[config.mk]
export PLATFORM = sky130hd
export DESIGN_NAME = bus_arbit_flat
export DESIGN_NICKNAME = d
export VERILOG_FILES = /design/src/rtl/bus_arbit_pkg.sv /design/src/rtl/bus_arbit_if.sv /design/src/rtl/bus_rd_mux.sv /design/src/rtl/bus_arbit.sv /design/src/flat_wrapper.sv
export SDC_FILE = /design/constraint.sdc
export NUM_CORES = 1
export LEC_CHECK = 0
export CAP_MARGIN = 20
export CORE_AREA = 2 2 114 116
export CTS_CLUSTER_SIZE = 30
export DETAILED_ROUTE_END_ITERATION = 7
export DIE_AREA = 0 0 116 118
export PLACE_DENSITY_LB_ADDON = 0.2
export SYNTH_ARGS = -nofsm -noshare
export SYNTH_HDL_FRONTEND = slang
export SYNTH_HIERARCHICAL = 1
export SYNTH_SLANG_ARGS = --single-unit
export TNS_END_PERCENT = 5
[constraint.sdc]
create_clock -name clk -period 3.11 [get_ports clk]
set_clock_uncertainty 0.05 [all_clocks]
set_input_delay 0.622 -clock clk [delete_from_list [all_inputs] [get_ports clk]]
set_output_delay 0.622 -clock clk [all_outputs]
set_load 0.01 [all_outputs]
[src/rtl/bus_arbit_pkg.sv]
// Shared bus definitions: grant FSM encoding and the slave address map.
// The arbiter and the external address decoder both import this package.
package bus_arbit_pkg;

    // Grant FSM state; the encoding is fixed so external observers can decode it.
    typedef enum logic {
        GntM0 = 1'b0,
        GntM1 = 1'b1
    } gnt_state_e;

    localparam int unsigned NumSlaves = 4;

    // Address map by upper nibble; 8'h60..8'hFF is unmapped.
    localparam logic [3:0] Slv0Nib   = 4'h0;
    localparam logic [3:0] Slv1NibLo = 4'h1;
    localparam logic [3:0] Slv1NibHi = 4'h2;
    localparam logic [3:0] Slv2Nib   = 4'h3;
    localparam logic [3:0] Slv3NibLo = 4'h4;
    localparam logic [3:0] Slv3NibHi = 4'h5;

    // One-hot slave select for an address; all zeros when unmapped.
    function automatic logic [NumSlaves-1:0] addr_decode(logic [7:0] addr);
        logic [NumSlaves-1:0] sel;
        sel = '0;
        unique case (addr[7:4])
            Slv0Nib:              sel = 4'b0001;
            Slv1NibLo, Slv1NibHi: sel = 4'b0010;
            Slv2Nib:              sel = 4'b0100;
            Slv3NibLo, Slv3NibHi: sel = 4'b1000;
            default:              sel = 4'b0000;
        endcase
        return sel;
    endfunction

endpackage

[src/rtl/bus_arbit_if.sv]
// Two-master shared bus: master request side, muxed bus, decoder selects and slave data.
interface bus_arbit_if #(
    parameter int unsigned DATA_W = 32
);
    logic              M0_req;
    logic              M1_req;
    logic              M0_wr;
    logic              M1_wr;
    logic [7:0]        M0_addr;
    logic [7:0]        M1_addr;
    logic [DATA_W-1:0] M0_dout;
    logic [DATA_W-1:0] M1_dout;
    logic              M0_grant;
    logic              M1_grant;
    logic [7:0]        M_addr;
    logic              M_wr;
    logic [DATA_W-1:0] M_dout;
    logic              S0_sel;
    logic              S1_sel;
    logic              S2_sel;
    logic              S3_sel;
    logic [DATA_W-1:0] S0_dout;
    logic [DATA_W-1:0] S1_dout;
    logic [DATA_W-1:0] S2_dout;
    logic [DATA_W-1:0] S3_dout;
    logic [DATA_W-1:0] M_din;

    // Arbiter view: takes master requests and slave data, drives grants and the shared bus.
    modport slave (
        input  M0_req, M1_req, M0_wr, M1_wr, M0_addr, M1_addr, M0_dout, M1_dout,
        input  S0_sel, S1_sel, S2_sel, S3_sel, S0_dout, S1_dout, S2_dout, S3_dout,
        output M0_grant, M1_grant, M_addr, M_wr, M_dout, M_din
    );

    // Environment view: masters, address decoder and slaves.
    modport master (
        output M0_req, M1_req, M0_wr, M1_wr, M0_addr, M1_addr, M0_dout, M1_dout,
        output S0_sel, S1_sel, S2_sel, S3_sel, S0_dout, S1_dout, S2_dout, S3_dout,
        input  M0_grant, M1_grant, M_addr, M_wr, M_dout, M_din
    );
endinterface

[src/rtl/bus_rd_mux.sv]
// Read-return path: slaves answer one cycle after the address, so the decoder
// selects are registered and steer the matching slave data back to the masters.
module bus_rd_mux #(
    parameter int unsigned DataW = 32
) (
    input  logic             clk_i,
    input  logic             reset_i,
    input  logic [3:0]       sel_i,
    input  logic [DataW-1:0] s0_dout_i,
    input  logic [DataW-1:0] s1_dout_i,
    input  logic [DataW-1:0] s2_dout_i,
    input  logic [DataW-1:0] s3_dout_i,
    output logic [DataW-1:0] din_o
);
    logic [3:0] sel_q;

    // Capture the selects every cycle to align with the slave read latency.
    always_ff @(posedge clk_i) begin
        if (reset_i) begin
            sel_q <= 4'b0000;
        end else begin
            sel_q <= sel_i;
        end
    end

    // Zero-default mux: unmapped (no select) or a corrupt multi-hot select reads as zero.
    always_comb begin
        din_o = '0;
        unique case (sel_q)
            4'b0001: din_o = s0_dout_i;
            4'b0010: din_o = s1_dout_i;
            4'b0100: din_o = s2_dout_i;
            4'b1000: din_o = s3_dout_i;
            default: din_o = '0;
        endcase
    end
endmodule

[src/rtl/bus_arbit.sv]
// Two-master bus arbiter. Grant is a registered Moore FSM with a bounded hold
// time so neither master starves; the bus itself is muxed combinationally.
module bus_arbit
    import bus_arbit_pkg::*;
#(
    parameter int unsigned DATA_W   = 32,
    parameter int unsigned MAX_HOLD = 16
) (
    input  logic         clk,
    input  logic         reset,
    bus_arbit_if.slave   bus
);
    localparam int unsigned     HoldW    = $clog2(MAX_HOLD);
    localparam logic [HoldW-1:0] HoldLast = HoldW'(MAX_HOLD - 1);

    gnt_state_e       state_q, state_d;
    logic [HoldW-1:0] hold_q, hold_d;
    logic             own_req;
    logic             oth_req;
    logic             hold_expired;
    logic             switch_gnt;

    // Next-state and hold counter: count only while both contend and the grant stays put.
    always_comb begin
        own_req      = (state_q == GntM1) ? bus.M1_req : bus.M0_req;
        oth_req      = (state_q == GntM1) ? bus.M0_req : bus.M1_req;
        hold_expired = (hold_q == HoldLast);
        switch_gnt   = 1'b0;
        unique case (state_q)
            GntM0: switch_gnt = (!bus.M0_req && bus.M1_req) || (bus.M1_req && hold_expired);
            GntM1: switch_gnt = !bus.M1_req || (bus.M0_req && hold_expired);
            default: switch_gnt = 1'b0;
        endcase

        state_d = state_q;
        if (switch_gnt) begin
            state_d = (state_q == GntM0) ? GntM1 : GntM0;
        end

        hold_d = '0;
        if (!switch_gnt && own_req && oth_req) begin
            hold_d = hold_q + HoldW'(1);
        end
    end

    // Grant FSM state and hold counter.
    always_ff @(posedge clk) begin
        if (reset) begin
            state_q <= GntM0;
            hold_q  <= '0;
        end else begin
            state_q <= state_d;
            hold_q  <= hold_d;
        end
    end

    assign bus.M0_grant = (state_q == GntM0);
    assign bus.M1_grant = (state_q == GntM1);

    // Zero-latency bus mux; a grantee that is not requesting never strobes a write.
    always_comb begin
        bus.M_addr = bus.M0_addr;
        bus.M_dout = bus.M0_dout;
        bus.M_wr   = bus.M0_req & bus.M0_wr;
        if (state_q == GntM1) begin
            bus.M_addr = bus.M1_addr;
            bus.M_dout = bus.M1_dout;
            bus.M_wr   = bus.M1_req & bus.M1_wr;
        end
    end

    bus_rd_mux #(
        .DataW (DATA_W)
    ) u_rd_mux (
        .clk_i     (clk),
        .reset_i   (reset),
        .sel_i     ({bus.S3_sel, bus.S2_sel, bus.S1_sel, bus.S0_sel}),
        .s0_dout_i (bus.S0_dout),
        .s1_dout_i (bus.S1_dout),
        .s2_dout_i (bus.S2_dout),
        .s3_dout_i (bus.S3_dout),
        .din_o     (bus.M_din)
    );
endmodule

[src/flat_wrapper.sv]
// flat-port wrapper written by rule: the top's interface ports become plain ports
module bus_arbit_flat import bus_arbit_pkg::*;
#(
    parameter int unsigned DATA_W   = 32,
    parameter int unsigned MAX_HOLD = 16
)
  (clk, reset, bus_M0_req, bus_M1_req, bus_M0_wr, bus_M1_wr, bus_M0_addr, bus_M1_addr, bus_M0_dout, bus_M1_dout, bus_S0_sel, bus_S1_sel, bus_S2_sel, bus_S3_sel, bus_S0_dout, bus_S1_dout, bus_S2_dout, bus_S3_dout, bus_M0_grant, bus_M1_grant, bus_M_addr, bus_M_wr, bus_M_dout, bus_M_din);
  bus_arbit_if #(.DATA_W(DATA_W)) bus_i ();
  input  logic clk;
  input  logic reset;
  input wire logic [$bits(bus_i.M0_req)-1:0] bus_M0_req;
  input wire logic [$bits(bus_i.M1_req)-1:0] bus_M1_req;
  input wire logic [$bits(bus_i.M0_wr)-1:0] bus_M0_wr;
  input wire logic [$bits(bus_i.M1_wr)-1:0] bus_M1_wr;
  input wire logic [$bits(bus_i.M0_addr)-1:0] bus_M0_addr;
  input wire logic [$bits(bus_i.M1_addr)-1:0] bus_M1_addr;
  input wire logic [$bits(bus_i.M0_dout)-1:0] bus_M0_dout;
  input wire logic [$bits(bus_i.M1_dout)-1:0] bus_M1_dout;
  input wire logic [$bits(bus_i.S0_sel)-1:0] bus_S0_sel;
  input wire logic [$bits(bus_i.S1_sel)-1:0] bus_S1_sel;
  input wire logic [$bits(bus_i.S2_sel)-1:0] bus_S2_sel;
  input wire logic [$bits(bus_i.S3_sel)-1:0] bus_S3_sel;
  input wire logic [$bits(bus_i.S0_dout)-1:0] bus_S0_dout;
  input wire logic [$bits(bus_i.S1_dout)-1:0] bus_S1_dout;
  input wire logic [$bits(bus_i.S2_dout)-1:0] bus_S2_dout;
  input wire logic [$bits(bus_i.S3_dout)-1:0] bus_S3_dout;
  output wire logic [$bits(bus_i.M0_grant)-1:0] bus_M0_grant;
  output wire logic [$bits(bus_i.M1_grant)-1:0] bus_M1_grant;
  output wire logic [$bits(bus_i.M_addr)-1:0] bus_M_addr;
  output wire logic [$bits(bus_i.M_wr)-1:0] bus_M_wr;
  output wire logic [$bits(bus_i.M_dout)-1:0] bus_M_dout;
  output wire logic [$bits(bus_i.M_din)-1:0] bus_M_din;
  assign bus_i.M0_req = bus_M0_req;
  assign bus_i.M1_req = bus_M1_req;
  assign bus_i.M0_wr = bus_M0_wr;
  assign bus_i.M1_wr = bus_M1_wr;
  assign bus_i.M0_addr = bus_M0_addr;
  assign bus_i.M1_addr = bus_M1_addr;
  assign bus_i.M0_dout = bus_M0_dout;
  assign bus_i.M1_dout = bus_M1_dout;
  assign bus_i.S0_sel = bus_S0_sel;
  assign bus_i.S1_sel = bus_S1_sel;
  assign bus_i.S2_sel = bus_S2_sel;
  assign bus_i.S3_sel = bus_S3_sel;
  assign bus_i.S0_dout = bus_S0_dout;
  assign bus_i.S1_dout = bus_S1_dout;
  assign bus_i.S2_dout = bus_S2_dout;
  assign bus_i.S3_dout = bus_S3_dout;
  assign bus_M0_grant = bus_i.M0_grant;
  assign bus_M1_grant = bus_i.M1_grant;
  assign bus_M_addr = bus_i.M_addr;
  assign bus_M_wr = bus_i.M_wr;
  assign bus_M_dout = bus_i.M_dout;
  assign bus_M_din = bus_i.M_din;
  bus_arbit #(.DATA_W(DATA_W), .MAX_HOLD(MAX_HOLD)) u_core (.clk(clk), .reset(reset), .bus(bus_i));
endmodule
=== Word level (Yosys, flattened, before mapping) ===
Cells that the tools add are included.

* $add $sub $neg: 1
* $mul: 0
* Div/mod/pow operators: 0
* $lt $le $gt $ge: 0
* Equal/unequal tests: 5
* Shift operators: 0
* Muxes and demuxes: 8
* Bitwise gates (word level): 4
* Reduce and logical (&&, ||, !) cells: 11

{| class="wikitable"
|+ Operators by type and width
! operator !! number
|-
| $pmux 32 s4 || 1
|-
| $mux 32 || 1
|-
| $eq 4x4->1 const B || 2
|-
| $mux 8 || 1
|-
| $logic_and 1x1->1 || 5
|-
| $add 4x1->4 const B || 1
|-
| $eq 4x1->1 const B || 1
|-
| $eq 4x2->1 const B || 1
|-
| $eq 4x3->1 const B || 1
|-
| $mux 1 || 4
|-
| $logic_not 1->1 || 3
|-
| $and 1x1->1 || 2
|-
| $logic_or 1x1->1 || 2
|-
| $not 1->1 || 2
|-
| $pmux 1 s2 || 1
|-
| $reduce_or 2->1 || 1
|}

* Bits in registers: 9
* Latch bits: 0
* RAM bits: 0
* Bits in read-only memories: 0
* Input bits: 218
* Output and inout bits: 75
* Word-level logic and storage cells: 32
* Memories kept: 0

=== Logic depth before layout (Yosys ltp) ===
Gate-level depths: netlist of the first run.

* Depth in word-level cells: 9
* Mapped depth: 5
* Depth with buffers taken out: 4

=== Hierarchy ===
Netlist of the first run, hierarchy kept.

{| class="wikitable"
|+ By module, submodules not included
! module !! times used !! cells an instance !! area each (um^2) !! seq. area each (um^2)
|-
| bus_rd_mux || 1 || 126 || 1171.1 || 80.1
|-
| bus_arbit || 1 || 68 || 893.4 || 100.1
|}

=== Worst setup path after synthesis of the first run ===
No wires, ideal clock.

* Path type: register to output
* From: reg u_core.u_rd_mux.sel_q[3]
* To: out bus_M_din[0]
* Data arrival time: 1.142 ns
* Required time: 2.438 ns
* Path slack: 1.296 ns
* Stages on the path, launching flop included: 5
* Buffers on the path: 1
* Cell sequence: dfxtp_1 nor4b_4 buf_6 a22oi_1 o21ai_1

* Word-level cells in the longest chain between the ends: 2
* Elaborated cells between the ends (all ways): 5
* Classes of those cells: 4 x eq/ne; 1 x mux

{| class="wikitable"
|+ Ends and longest elaborated chain
! what !! line !! RTL
|-
| start: declaration || bus_rd_mux.sv:15 || <nowiki>logic [3:0] sel_q;</nowiki>
|-
| start signal: assignment || bus_rd_mux.sv:22 || <nowiki>sel_q <= sel_i;</nowiki>
|-
| $eq 4x4->1, or another cell as far along || bus_rd_mux.sv:29 || <nowiki>unique case (sel_q)</nowiki>
|-
| $pmux 32 s4 * || bus_rd_mux.sv:29 ||
|-
| end: declaration || flat_wrapper.sv:32 || <nowiki>output wire logic [$bits(bus_i.M_din)-1:0] bus_M_din;</nowiki>
|}

Every way passes the cells marked *; elsewhere a longest branch is shown, timed or not.

=== Worst setup path in the final report of the first run ===
* From: reg u_core.u_rd_mux.sel_q[3]
* To: out bus_M_din[30]

The elaborated chain is that of the path after synthesis.

==> reports/metrics.csv, run 1 <==
metric,value,unit
status,finished clean,
regArea,181,µm²
crit_buf_inv,2,
cts_tree,done,
cp.arrival,2.11,ns
clock-sinks,9,
crit_family,buffers and inverters,
coreArea,12400,µm²
ir_worst_vdd,0.154,mV
hold_buffers,0,
viasPerCell,4.26,
die-area,13700,µm²
dr.first_iter.drc_count,82,
hold_path_class,register to register,
fmax,359,MHz
most-common-layout-cells,"292 x clkdlybuf4s50_1, 38 x mux2_4, 34 x a22oi_1",
finalHoldViolations,0,
max_slew_margin,52.9,%
p_int,0.000772,W
syn_area,2060,µm²
wirelength,9770,µm
period_needed,2.78,ns
post_cts_resized,0,
syn_nets,413,
vias,2745,
powerDensity,206,nW/µm²
hold_end,u_core/hold_q[0],
grt_util_all_layers,13.0,%
cts_setup_buffers,0,
drive_gt1_share,17.8,%
cp-end-kind,primary output,
grt_max_degree,45,
avgSynthCellArea,10.6,µm²
ff2ff_path_depth,4,
reg2reg_to,u_core/bus.M1_grant,
place_inst,641,
synthToLayoutAreaGrowth,146,%
fin_crit_sh,89.5,%
htree_levels,1,
setup_viol_count_final,0,
hold_depth,1,
combinationalPowerShare,66.4,%
final_area,5070,µm²
die_h,118,µm
critPathMaxFanout,32,
nets,693,
io-pin-count,293,
p_clk_share,21.5,%
tns,0,ns
path_cells,nor4b_4 > buf_4 > a22oi_1 > o21ai_1 > clkdlybuf4s50_1,
slowest_stage,clkdlybuf4s50_1,
multi_input_area,1590,µm²
netSwitchingFraction,26.1,%
drc_errors,0,
p_seq_share,12.1,%
grt_pass1_wl,14400,µm
final_cells,645,
worst-setup-path-type,register to primary output,
clkTransAtPathRegs,0.04,ns
numCtsBuffers,3,
wl_per_cell,15.1,µm
rows,41,
io_buffers,292,
grt_antenna_before_repair,0,
r2r_start,u_core/bus.M1_grant,
num-fill-cells,1205,
drt_first_pass_iters,4,
layout_commonest_cell,clkdlybuf4s50_1,
overflow,0,
yosys_warnings,6,
p_switching,0.000272,W
ys_seq_elements,9,
leakage,1.77,nW
hold_start,u_core/hold_q[0],
critPathMaxStageDelay,0.57,ns
grt_pass1_vias,2879,
syn_inst,194,
max-cap-violations,0,
cp-start-kind,register,
place_congestion,0.743,
finalMaxSlewViolations,0,
required,2.44,ns
yosysSeqAreaShare,8.73,%
drtAntennaViolNets,0,
worstSkewPairLatency,0.23,ns
synth.distinct_cells,26,
reg2reg_slack,1.94,ns
worst_slew_pin_slew,0.706,ns
die_width,116,µm
initial_core_util,16.6,%
clockBufferDepth,2,
dpl_cell_area,4990,µm²
rsz0062_at_grt,no,
insertedDiodeCount,0,
root_buffer,clkbuf_16,
dp_hpwl,8030,µm
-- worst register-to-register path: cells and delay by family, from the launching register on --
family / cells / cell delay [ns]
XOR/XNOR: 1 / 0.17
buffers and inverters: 2 / 0.43
flip-flops: 1 / 0.33
AO/OA/AOI/OAI: 1 / 0.08
-- power by group through the flow --
stage / logic, W / clock network [W] / registers (W)
after floorplan: 0.000258 / 0 / 0.000127
after global placement: 0.000694 / 0 / 0.000128
after detailed placement: 0.000698 / 0 / 0.000128
after CTS: 0.000701 / 0.000229 / 0.000127
after global routing: 0.000738 / 0.000232 / 0.000127
final: 0.000693 / 0.000224 / 0.000126
-- layer usage --
layer / global-route usage (%) / wire, µm / up-vias
met5: 0 / 0 / -
met4: 1.19 / 47 / 0
met3: 4.02 / 1090 / 4
met2: 26.7 / 5310 / 160
met1: 12.8 / 3320 / 1252
li1: - / - / 1329
-- through the flow --
stage                     power [W]  hold WS [ns]  setup slack [ns]  utilization (%)
after floorplan            0.000385         0.368              1.30                -
after global placement     0.000822         0.373             0.528             40.2
after detailed placement   0.000826         0.397             0.538             40.2
after CTS                   0.00106         0.406             0.313             40.9
after global routing        0.00110         0.419             0.144             40.9
final                       0.00104         0.407             0.327             40.9
-- area by class of cell --
| type | count | share of cell area [%] |
|---|---|---|
| inverter | 2 | 0.148 |
| clock buffer | 4 | 1.55 |
| timing repair buffer | 297 | 59.1 |
| sequential | 9 | 3.58 |
| tap | 172 | 4.24 |
| multi-input combinational | 161 | 31.4 |
-- state kept, by name, indices dropped and copies added (netlist names) --
name and cells:
u_core/u_rd_mux/sel_q 4, u_core/bus.M1_grant 1, u_core/hold_q 4
-- kinds of logic (layout without fill, tap and decap cells) --
logic type | Yosys count | after routing | synth area share [%]
AO/OA/AOI/OAI | 98 | 98 | 38.8
multiplexers | 40 | 40 | 28.7
buffers and inverters | 24 | 303 | 14.8
AND/OR/NAND/NOR | 19 | 19 | 7.09
flip-flops | 9 | 9 | 8.73
XOR/XNOR | 3 | 3 | 1.27
adder cells (fa/ha/maj) | 1 | 1 | 0.606
-- how the worst max path moves through the flow --
stage	from	end	slack (ns)	depth (start not counted)
floorplan	u_core/u_rd_mux/sel_q[3]	bus_M_din[0]	1.30	4
global placement	bus_M0_req	bus_M_wr	0.53	4
detailed placement	bus_M0_req	bus_M_wr	0.54	4
CTS	u_core/u_rd_mux/sel_q[3]	bus_M_din[10]	0.31	5
global route	u_core/u_rd_mux/sel_q[3]	bus_M_din[5]	0.14	5
finish	u_core/u_rd_mux/sel_q[3]	bus_M_din[30]	0.33	5
-- synthesized netlist by cell type --
cell type	count	area [µm²]
or2_2	1	6.26
mux2_4	38	571
ha_1	1	12.5
xnor2_1	2	17.5
o21ai_1	30	150
buf_4	4	30.0
nor4b_4	2	47.6
o21ai_0	3	15.0
nor3b_1	1	7.51
dfxtp_1	9	180
nand2b_1	1	6.26
buf_6	5	56.3
inv_1	2	7.51
nand2_1	1	3.75
a22oi_1	34	255
nor2_1	3	11.3
a22oi_2	30	375
a21oi_1	1	5.00
nor2b_1	5	31.3
clkbuf_1	3	11.3
nor2b_2	1	8.76
buf_12	10	200
xor2_1	1	8.76
nand3_1	3	15.0
mux2_2	2	22.5
nand4b_1	1	8.76
Note: power is estimated with default switching activity, not from simulation.
==> run 2, diff against run 1 <==
--- a/config.mk
+++ b/config.mk
@@ -5,11 +5,12 @@
 export SDC_FILE = /design/constraint.sdc
 export NUM_CORES = 1
 export LEC_CHECK = 0
+export ABC_AREA = 1
 export CAP_MARGIN = 20
-export CORE_AREA = 2 2 114 116
+export CORE_AREA = 2 2 115 117
 export CTS_CLUSTER_SIZE = 30
 export DETAILED_ROUTE_END_ITERATION = 7
-export DIE_AREA = 0 0 116 118
+export DIE_AREA = 0 0 117 119
 export PLACE_DENSITY_LB_ADDON = 0.2
 export SYNTH_ARGS = -nofsm -noshare
 export SYNTH_HDL_FRONTEND = slang
==> constraint.sdc (replaced) <==
create_clock -name clk -period 2.7 [get_ports clk]
set_clock_uncertainty 0.05 [all_clocks]
set_input_delay 0.54 -clock clk [delete_from_list [all_inputs] [get_ports clk]]
set_output_delay 0.54 -clock clk [all_outputs]
set_load 0.01 [all_outputs]
==> run 2 against run 1 <==
Combinational power up 21%. Highest routed layer unchanged. Final cell count up 46%. Synthesized cell count rose to 2.6 times the previous value. Total power up 19%. Global-route usage up 2.1 points. Cell area up 7.9%. Die area up 1.7%. Sequential power up 16%. Critical endpoint is now bus_M_din[8]. Synthesized area up 14%.
==> reports/metrics.csv, run 2 <==
metric,value,unit
ir_worst_vdd,0.257,mV
layout_commonest_cell,clkdlybuf4s50_1,
p_clk_share,20.8,%
rsz0062_at_grt,no,
cts_setup_buffers,0,
ys_top_cells_by_count,"223 x nand2_1, 133 x nand3_1, 71 x inv_1",
root_buffer,clkbuf_16,
post_cts_resized,0,
final_area,5480,µm²
dp_hpwl,9880,µm
synth_top_cell_by_area,nand2_1,
powerDensity,227,nW/µm²
clkTransAtPathRegs,0.04,ns
io-pin-count,293,
critPathCapture,bus_M_din[8],
status,finished clean,
finalMaxSlewViolations,0,
period_needed,2.52,ns
die_width,117,µm
cp-start-kind,register,
final_core_util,42.5,%
syn_inst,496,
finalHoldViolations,0,
io_buffers,292,
netlist.area_leader.share,35.5,%
yosys_warnings,6,
clockBufferDepth,2,
leakage,2.58,nW
nets,988,
reg2reg_to,u_core/bus.M1_grant,
grt_util_all_layers,15.1,%
grt_antenna_before_repair,0,
ys_seq_elements,9,
fin_crit_sh,93.3,%
synth_most_common_cell,nand2_1,
power,0.00124,W
cp.arrival,1.93,ns
clock-sinks,9,
grt_max_degree,65,
cp-end-kind,primary output,
hold_buffers,0,
fmax,397,MHz
rows,42,
yosysSeqAreaShare,7.64,%
overflow,0,
grt_pass1_wl,16800,µm
num-fill-cells,1357,
worst-setup-path-type,register to primary output,
drc_errors,0,
netSwitchingFraction,31.3,%
r2r_start,u_core/hold_q[0],
max-cap-violations,0,
wirelength,11900,µm
slowest_stage,clkdlybuf4s50_1,
combinationalPowerShare,67.4,%
tns,0,ns
hold_depth,1,
place_inst,940,
place_congestion,0.843,
dpl_cell_area,5390,µm²
drive_gt1_share,3.26,%
worstSetupStartpoint,u_core/u_rd_mux/sel_q[3],
dr.first_iter.drc_count,164,
coreArea,12900,µm²
most-common-layout-cells,"292 x clkdlybuf4s50_1, 223 x nand2_1, 133 x nand3_1",
critPathMaxFanout,32,
viasPerCell,4.19,
hold_path_class,register to register,
worst_slew_pin_slew,0.387,ns
final_cells,944,
initial_core_util,18.3,%
crit_path_frequent_cell,nand2_1,
grt_pass1_vias,3645,
wl_per_cell,12.6,µm
drtAntennaViolNets,0,
reg2reg_slack,1.58,ns
cts_tree,done,
die_h,119,µm
insertedDiodeCount,0,
p_int,0.000853,W
avgSynthCellArea,4.76,µm²
htree_levels,1,
ff2ff_path_depth,6,
synthToLayoutAreaGrowth,132,%
critPathMaxStageDelay,0.55,ns
max_slew_margin,74.2,%
numCtsBuffers,3,
syn_area,2360,µm²
setup_viol_count_final,0,
ys_async_sr_fraction,0,%
drt_first_pass_iters,4,
p_seq_share,11.8,%
path_cells,inv_2 > nor2_4 > buf_12 > nand3_1 > nand2_1 > inv_1 > nand2_1 > clkdlybuf4s50_1,
syn_nets,715,
synthTopCellsByArea,"nand2_1 35%, nand3_1 28%, inv_1 11%",
synth_ff_type,dfxtp_1,
worstSkewPairLatency,0.23,ns
die-area,13900,µm²
p_switching,0.000389,W
vias,3956,
synth.distinct_cells,16,
required,2.11,ns
synth_edf_count,0,
## run 2: changes by cell type in the layout (fill, tap and decap cells not counted), sizes merged, moves of 4 or more
cell,change
nor2,+15
buf,+4
nand3,+130
nand2,+223
mux2,-40
inv,+74
nor2b,-6
o21ai,-33
a22oi,-64
## run 2: worst min path at each step
stage                                start                to  slack (ns)
after global routing      u_core/hold_q[0]  u_core/hold_q[0]        0.48
after CTS                 u_core/hold_q[0]  u_core/hold_q[0]        0.46
final                     u_core/hold_q[0]  u_core/hold_q[0]        0.45
after floorplan           u_core/hold_q[0]  u_core/hold_q[0]        0.38
after detailed placement  u_core/hold_q[0]  u_core/hold_q[0]        0.45
after global placement    u_core/hold_q[0]  u_core/hold_q[0]        0.39
## run 2: cell families (layout without fill, tap and decap cells)
family / count (synthesis) / count (layout) / synth area share (%)
xor gates and xnor gates: 1 / 1 / 0.371
buffers and inverters: 109 / 381 / 22.4
DFF: 9 / 9 / 7.64
and+or+nand+nor: 376 / 376 / 69.1
adders and majority gates: 1 / 1 / 0.530
## run 2: critical path, delay by kind of cell, from the launching register on
kind / cells / cell delay, ns
flops: 1 / 0.44
buf+inv: 4 / 0.85
simple gates: 4 / 0.38
## run 2: cell type report
| class | instances | area, µm² | share of cell area (%) |
|---|---|---|---|
| Sequential cell | 9 | 180 | 3.29 |
| Multi-Input combinational cell | 378 | 1650 | 30.2 |
| Timing Repair Buffer | 301 | 3060 | 55.8 |
| Clock buffer | 4 | 78.8 | 1.44 |
| Inverter | 76 | 288 | 5.26 |
| Tap cell | 176 | 220 | 4.02 |
## run 2: power groups by stage
stage | Combinational, W | Clock, W | Sequential (W)
floorplan | 0.000282 | 0 | 0.000147
global placement | 0.000836 | 0 | 0.000148
detailed placement | 0.000844 | 0 | 0.000149
CTS | 0.000846 | 0.000263 | 0.000147
global route | 0.000897 | 0.000272 | 0.000147
finish | 0.000837 | 0.000259 | 0.000146
## run 2: stage by stage
stage	setup WS (ns)	hold WS (ns)
2_1_floorplan	1.11	0.380
3_3_place_gp	0.219	0.389
3_5_place_dp	0.218	0.448
4_1_cts	0.0950	0.456
5_1_grt	0.0413	0.475
6_report	0.180	0.448
## run 2: layer usage
layer | up-vias | track usage (%) | wire length, µm | share of wire, %
li1 | 2058 | - | - | -
met1 | 1686 | 14.5 | 4380 | 37
met2 | 198 | 30.0 | 5920 | 50
met3 | 14 | 4.48 | 1400 | 12
met4 | 0 | 4.19 | 224 | 1.9
met5 | - | 0 | 0 | 0
